`src/rtl/mc_adder.sv`:
```
// rtl/mc_adder.sv - multi-cycle chunked ripple add/subtract unit with valid/ready handshakes
module mc_adder #(
    parameter int WIDTH = 16,
    parameter int CHUNK = 2
) (
    input  logic             clk,
    input  logic             rst_n,
    input  logic             in_valid,
    output logic             in_ready,
    input  logic [WIDTH-1:0] x,
    input  logic [WIDTH-1:0] y,
    input  logic             ci,
    input  logic             sub,
    output logic             out_valid,
    input  logic             out_ready,
    output logic [WIDTH-1:0] s,
    output logic             co,
    output logic             ov
);

    localparam int N  = WIDTH / CHUNK;
    localparam int KW = (N > 1) ? $clog2(N) : 1;
    localparam logic [KW-1:0] K_LAST = KW'(N - 1);

    generate
        if (WIDTH < 1 || CHUNK < 1 || CHUNK > WIDTH || (WIDTH % CHUNK) != 0) begin : g_bad_params
            $error("mc_adder: CHUNK must divide WIDTH and lie in 1..WIDTH");
        end
    endgenerate

    typedef enum logic [1:0] {IDLE, RUN, DONE} state_t;

    state_t           state;
    logic [KW-1:0]    k;
    logic             c;
    logic [WIDTH-1:0] xr;
    logic [WIDTH-1:0] yr;
    logic [CHUNK-1:0] a;
    logic [CHUNK-1:0] b;
    logic [CHUNK-1:0] sum;
    logic             cout;
    logic             cin_msb;

    // Operands shift down one chunk per RUN cycle, so the active chunk is always the low bits.
    assign a = xr[CHUNK-1:0];
    assign b = yr[CHUNK-1:0];

    always_comb begin : ripple
        logic cy;
        cy  = c;
        sum = '0;
        for (int i = 0; i < CHUNK; i++) begin
            sum[i] = a[i] ^ b[i] ^ cy;
            cy     = (a[i] & b[i]) | (cy & (a[i] ^ b[i]));
        end
        cout    = cy;
        cin_msb = a[CHUNK-1] ^ b[CHUNK-1] ^ sum[CHUNK-1];
    end

    assign in_ready  = (state == IDLE);
    assign out_valid = (state == DONE);

    always_ff @(posedge clk or negedge rst_n) begin
        if (!rst_n) begin
            state <= IDLE;
            k     <= '0;
            c     <= 1'b0;
            xr    <= '0;
            yr    <= '0;
            s     <= '0;
            co    <= 1'b0;
            ov    <= 1'b0;
        end else begin
            case (state)
                IDLE: begin
                    if (in_valid) begin
                        xr    <= x;
                        yr    <= sub ? ~y : y;
                        c     <= sub ^ ci;
                        k     <= '0;
                        state <= RUN;
                    end
                end
                RUN: begin
                    xr <= xr >> CHUNK;
                    yr <= yr >> CHUNK;
                    c  <= cout;
                    for (int j = 0; j < N; j++) begin
                        if (k == KW'(j)) begin
                            s[j*CHUNK +: CHUNK] <= sum;
                        end
                    end
                    // On the top chunk the cell carries are those of the word MSB.
                    if (k == K_LAST) begin
                        co    <= cout;
                        ov    <= cin_msb ^ cout;
                        state <= DONE;
                    end else begin
                        k <= k + 1'b1;
                    end
                end
                DONE: begin
                    if (out_ready) begin
                        state <= IDLE;
                    end
                end
                default: state <= IDLE;
            endcase
        end
    end

endmodule

```
`config.mk`:
```
export PLATFORM = sky130hd
export DESIGN_NAME = mc_adder
export DESIGN_NICKNAME = d
export VERILOG_FILES = /design/src/rtl/mc_adder.sv
export SDC_FILE = /design/constraint.sdc
export NUM_CORES = 1
export LEC_CHECK = 0
export BUFFER_PORTS_ARGS = -buffer_cell sky130_fd_sc_hd__buf_2
export CORE_UTILIZATION = 60
export CTS_BUF_LIST = sky130_fd_sc_hd__clkbuf_8
export DETAILED_ROUTE_END_ITERATION = 6
export GPL_TIMING_DRIVEN = 0
export PLACE_DENSITY = 0.95
export REMOVE_ABC_BUFFERS = 1
export SKIP_CTS_REPAIR_TIMING = 1
export SLEW_MARGIN = 5
export SYNTH_ARGS = -nofsm -noshare
export SYNTH_HDL_FRONTEND = slang
export SYNTH_SLANG_ARGS = --single-unit
```
`constraint.sdc`:
```
create_clock -name clk -period 3 [get_ports clk]
set_input_delay 0.3 -clock clk [delete_from_list [all_inputs] [get_ports clk]]
set_output_delay 0.3 -clock clk [all_outputs]
set_load 0.005 [all_outputs]
```
## Yosys cells after proc, flatten, opt, wreduce, memory -nomap -nowiden

Cells that the tools add are included.

| operators by class | value |
|---|---|
| reductions and logical operators | 14 |
| add/sub/neg operators | 1 |
| bitwise gates (word level) | 14 |
| equal/unequal tests | 13 |
| mux-type cells | 14 |

Operators with widths:

| operator | number |
|---|---|
| 16-bit one-hot mux with 2 select lines | 2 |
| 16-bit 2-to-1 mux | 3 |
| 2-bit AND reduction | 9 |
| 16-bit inverter | 1 |
| 3-bit == test (second input constant) | 4 |
| 1-bit bitwise XOR | 7 |
| 3-bit by 2-bit == test with 1-bit output (second input constant) | 2 |
| 2-bit 2-to-1 mux | 3 |
| 3-bit 2-to-1 mux | 2 |
| 2-bit inequality test (second input constant) | 3 |
| 2-bit one-hot mux with 3 select lines | 1 |
| 3-bit one-hot mux with 2 select lines | 1 |
| 3-bit AND reduction | 2 |
| 1-bit bitwise AND | 4 |
| 3-bit by 1-bit adder with 3-bit output (second input constant) | 1 |
| 3-bit by 1-bit == test with 1-bit output (second input constant) | 1 |
| 3-bit logical NOT | 1 |
| 2-bit by 1-bit == test with 1-bit output (second input constant) | 1 |
| 2-bit == test (second input constant) | 1 |
| 2-bit logical NOT | 1 |
| 2-bit by 1-bit inequality test with 1-bit output (second input constant) | 1 |
| 1-bit OR | 2 |
| 1-bit one-hot mux with 2 select lines | 1 |
| 2-bit nonzero test | 1 |
| 1-bit 2-to-1 mux | 1 |

| storage, ports and cells | value |
|---|---|
| logic and storage cells | 71 |
| flip-flop bits (word level) | 56 |
| input bits | 38 |

## Longest topological paths before layout

| depth | value |
|---|---|
| depth after elaboration | 6 |
| mapped depth | 6 |
| mapped depth without buffers | 5 |

## Worst setup path after synthesis

No wires, ideal clock.

| timing path | value |
|---|---|
| kind | flip-flop to flip-flop |
| from | register c |
| to | register c |
| cell stages (with the launch flop) | 6 |
| data arrival time | 1.619 ns |
| library setup time | 0.064 ns |
| path slack | 1.317 ns |
| path through | dfrtp_1 -> inv_1 -> fa_1 -> fa_1 -> o32ai_2 -> a21o_1 |

| on the way | value |
|---|---|
| word-level cells in the longest chain between the ends | 5 |

Ends and longest elaborated chain:

| what | RTL line | text |
|---|---|---|
| from (decl) | 35 | `logic c;` |
| from (signal assigned) | 79 | `c <= sub ^ ci;` |
| from (signal assigned) | 87 | `c <= cout;` |
| 1-bit bitwise AND | 54 | `cy = (a[i] & b[i]) \| (cy & (a[i] ^ b[i]));` |
| 1-bit OR | 54 |  |
| 1-bit bitwise AND | 54 |  |
| 1-bit OR | 54 |  |
| 1-bit one-hot mux with 2 select lines | 74 | `case (state)` |

No other way between the ends.
A chain may end at the register's enable or synchronous reset.

## Worst setup path in the final report

| timing path | value |
|---|---|
| from | register state[0] |
| to | register s[4] |

| on the way | value |
|---|---|
| word-level cells in the longest chain between the ends | 2 |

Ends and longest elaborated chain:

| what | RTL line | text |
|---|---|---|
| from (decl) | 33 | `state_t state;` |
| from (signal assigned) | 65 | `state <= IDLE;` |
| from (signal assigned) | 81 | `state <= RUN;` |
| from (signal assigned) | 97 | `state <= DONE;` |
| 2-bit by 1-bit == test with 1-bit output | 74 |  |
| 2-bit AND reduction (no line) | - |  |
| to (signal, indexed assignment) | 90 | `s[j*CHUNK +: CHUNK] <= sum;` |
| to (decl) | 16 | `output logic [WIDTH-1:0] s,` |

No other way between the ends.

==> run_results.csv <==
group,metric,value,unit
placed_design,dp_slack,0.679,ns
route,wl_met2,2580,µm
route,drt_pass1_iterations,4,
synth,synth_top_family_by_area,"compound AO/OA/AOI/OAI gates",
final_layout,nFillCells,311,
route,wl_per_cell,14.5,µm
critical_path,endpoint_kind,"flip-flop",
placed_design,gp_congestion,0.777,
sta,timing.final.ws_setup,0.611,ns
sta,slew_headroom,39.4,%
synth,yosys.area_share.simple,10.2,%
pwr,vdd.ir_drop.worst,0.453,mV
synth,synth_area_leaders,"dfrtp_1 (51%), mux2i_1 (7.2%), o21ai_0 (5.8%)",
route,drc,0,
floorplanning,num_io_pins,58,
run,max_cap_violations,0,
floorplanning,rows,24,
grt,grt_util_all_layers,23.6,%
cts,clkTransAtPathRegs,0.10,ns
sta,hold_viol,0,
sta,tightest_slew,0.909,ns
cts,cts.htree.levels,2,
synth,synthAdderAreaFrac,4.16,%
synth,synth_area,2770,µm²
final_layout,diodes,0,
pwr,power_density,982,nW/µm²
route,vias,2034,
final_layout,final_layout_size_suffix_gt1_share,22.5,%
sta,holdWs,0.0131,ns
route,routed_wl,5250,µm
floorplanning,die_h,69.9,µm
pwr,comb_power_share,40.7,%
pwr,power.internal,1940,µW
synth,yosysUniqueCellTypes,32,
route,routed_via_density,5.60,
floorplanning,initial_core_util,63.2,%
floorplanning,core-area,4380,µm²
cts,cts_max_path_buffers,2,
pwr,p_leak,0.00155,µW
sta,period_minus_slack,2.39,ns
cts,clk_latency,0.32,ns
status,outcome,"complete, no violations",
critical_path,cp_max_fo,27,
critical_path,crit_path_top_delay_cell,"dfrtp_1",
sta,skew,0.00901,ns
grt,grt_pass1_vias,2037,
synth,synth_top_area_share,50.6,%
critical_path,crit_buf_inv,0,
cts,cts_inserted_buffers,5,
pwr,p_switching,1170,µW
grt,antenna_found_initial,0,
floorplanning,dieArea,4890,µm²
synth,synth_edf_count,0,
critical_path,path_class,"reg -> reg",
final_layout,final_nets,356,
synth,syn_inst,263,
pwr,p_sw_share,37.7,%
grt,grt.overflow.total,0,
route,routed-wl-met3,234,µm
route,wl_met1,2360,µm
synth,ys_seq_area_share,50.6,%
synth,yosys.area.top_type,"dfrtp_1",
final_layout,syn2layout_area_growth,14.4,%
sta,setup_viol,0,
final_layout,layout_common_cells,"dfrtp_1 (56), buf_2 (56), nand2_1 (40), o21ai_0 (32), inv_1 (22)",
cts,cts.sinks,56,
route,drt_iter0_drc,164,
floorplanning,dieWidth,69.9,µm
grt,grt_pass1_wl,9110,µm
grt,grt_max_degree,57,
synth,synth_xor_xnor_area_share,5.69,%
pwr,p_clk_share,16.3,%
critical_path,cp-startpoint,"state[0]",
sta,fmax,419,MHz
cts,cts_root_buf,"clkbuf_8",
placed_design,dp_hpwl,3650,µm
critical_path,crit_family,"simple AND/OR/NAND/NOR gates",
sta,fin_crit_sh,79.6,%
synth,async_reset_ff_share,100,%
synth,synth_area_per_cell,10.5,µm²
route,postRouteAntennaNets,0,
hold_path,min_path_type,"in -> async",
final_layout,final_util,72.3,%
synth,ys_ff_latch,56,
synth,synth_warnings,0,
critical_path,reg2reg_from,"state[0]",
critical_path,cp_slowest_stage_delay,0.93,ns
placed_design,portBuffers,57,
synth,synthMuxAreaShare,7.23,%
synth,synth_top_flop_cell,"dfrtp_1",
sta,drv_slew,0,
critical_path,crit_arrival,2.63,ns
critical_path,cp-start-kind,"flip-flop",
sta,rsz0062_at_grt,"false",
synth,synth-compound-area-share,15.2,%
route,top_layer,"met4",
sta,tns,0,ns
critical_path,worstPathRequired,3.24,ns
cts,cts_tree,"yes",
critical_path,path_cells,"nor2b_4 > and3_1 > mux2i_1",
pwr,seqPwrFrac,43.0,%
## kinds of logic after synthesis
kind of cell / after synthesis
compound gates: 61
xor+xnor: 18
fa+ha+maj: 8
buf+inv: 40
flops: 56
mux: 20
simple gates: 60
## cells in the mapped netlist, types with 2 or more instances
library cell / number
nor2b_1: 3
buf_2: 7
inv_1: 22
dfrtp_1: 56
o32ai_1: 8
ha_1: 6
and3_1: 3
nor2_1: 3
nand2b_1: 3
xnor2_1: 18
nand3b_1: 3
nand4b_1: 3
a21oi_1: 2
a221o_1: 7
buf_6: 4
mux2i_1: 20
nand2_1: 40
clkbuf_1: 5
fa_1: 2
o21ai_0: 32
o221ai_1: 5
## metrics by stage
step           power [µW]  cell area [µm²]  std cells
2_1_floorplan        2170             2660        245
3_3_place_gp         2520             3010        354
3_5_place_dp         2630             3050        355
4_1_cts              3140             3170        363
5_1_grt              3370             3170        363
6_report             3110             3170        363
## area by class of cell
class                      count  area (µm²)  area share, %
sequential                    56        1400           44.2
multi-input combinational    167        1190           37.5
timing repair buffer          58         315           9.95
inverter                      22        82.6           2.61
clock buffer                   5        68.8           2.17
tap                           52        65.1           2.05
clock inverter                 3        47.5           1.50
## layer usage
metal | vias up | GRT usage, %
met2 | 65 | 41.1
met3 | 7 | 4.91
met5 | - | 0
met1 | 969 | 29.2
li1 | 993 | -
met4 | 0 | 8.00
## state kept, by name (all words and copies together), names as in the netlist
signal  flops
c           1
co          1
k           3
ov          1
s          16
state       2
xr         16
yr         16
## power groups by stage
stage | sequential [µW] | clock (µW) | combinational, µW
floorplan | 1300 | 0 | 867
global placement | 1320 | 0 | 1200
detailed placement | 1350 | 0 | 1280
CTS | 1340 | 517 | 1280
global route | 1380 | 551 | 1430
finish | 1340 | 506 | 1270
## final timing paths
path                       depth (start not counted)       end  slack, ns
max reg2reg                                        3      s[4]       0.61
min reg2reg                                        2     s[14]       0.48
max                                                3      s[4]       0.61
min                                                1     s[15]       0.01
min in group clk                                   2  state[1]       0.19
max in group asynchronous                          1    yr[10]       2.53
No activity file was read; power rests on OpenSTA's default activity.
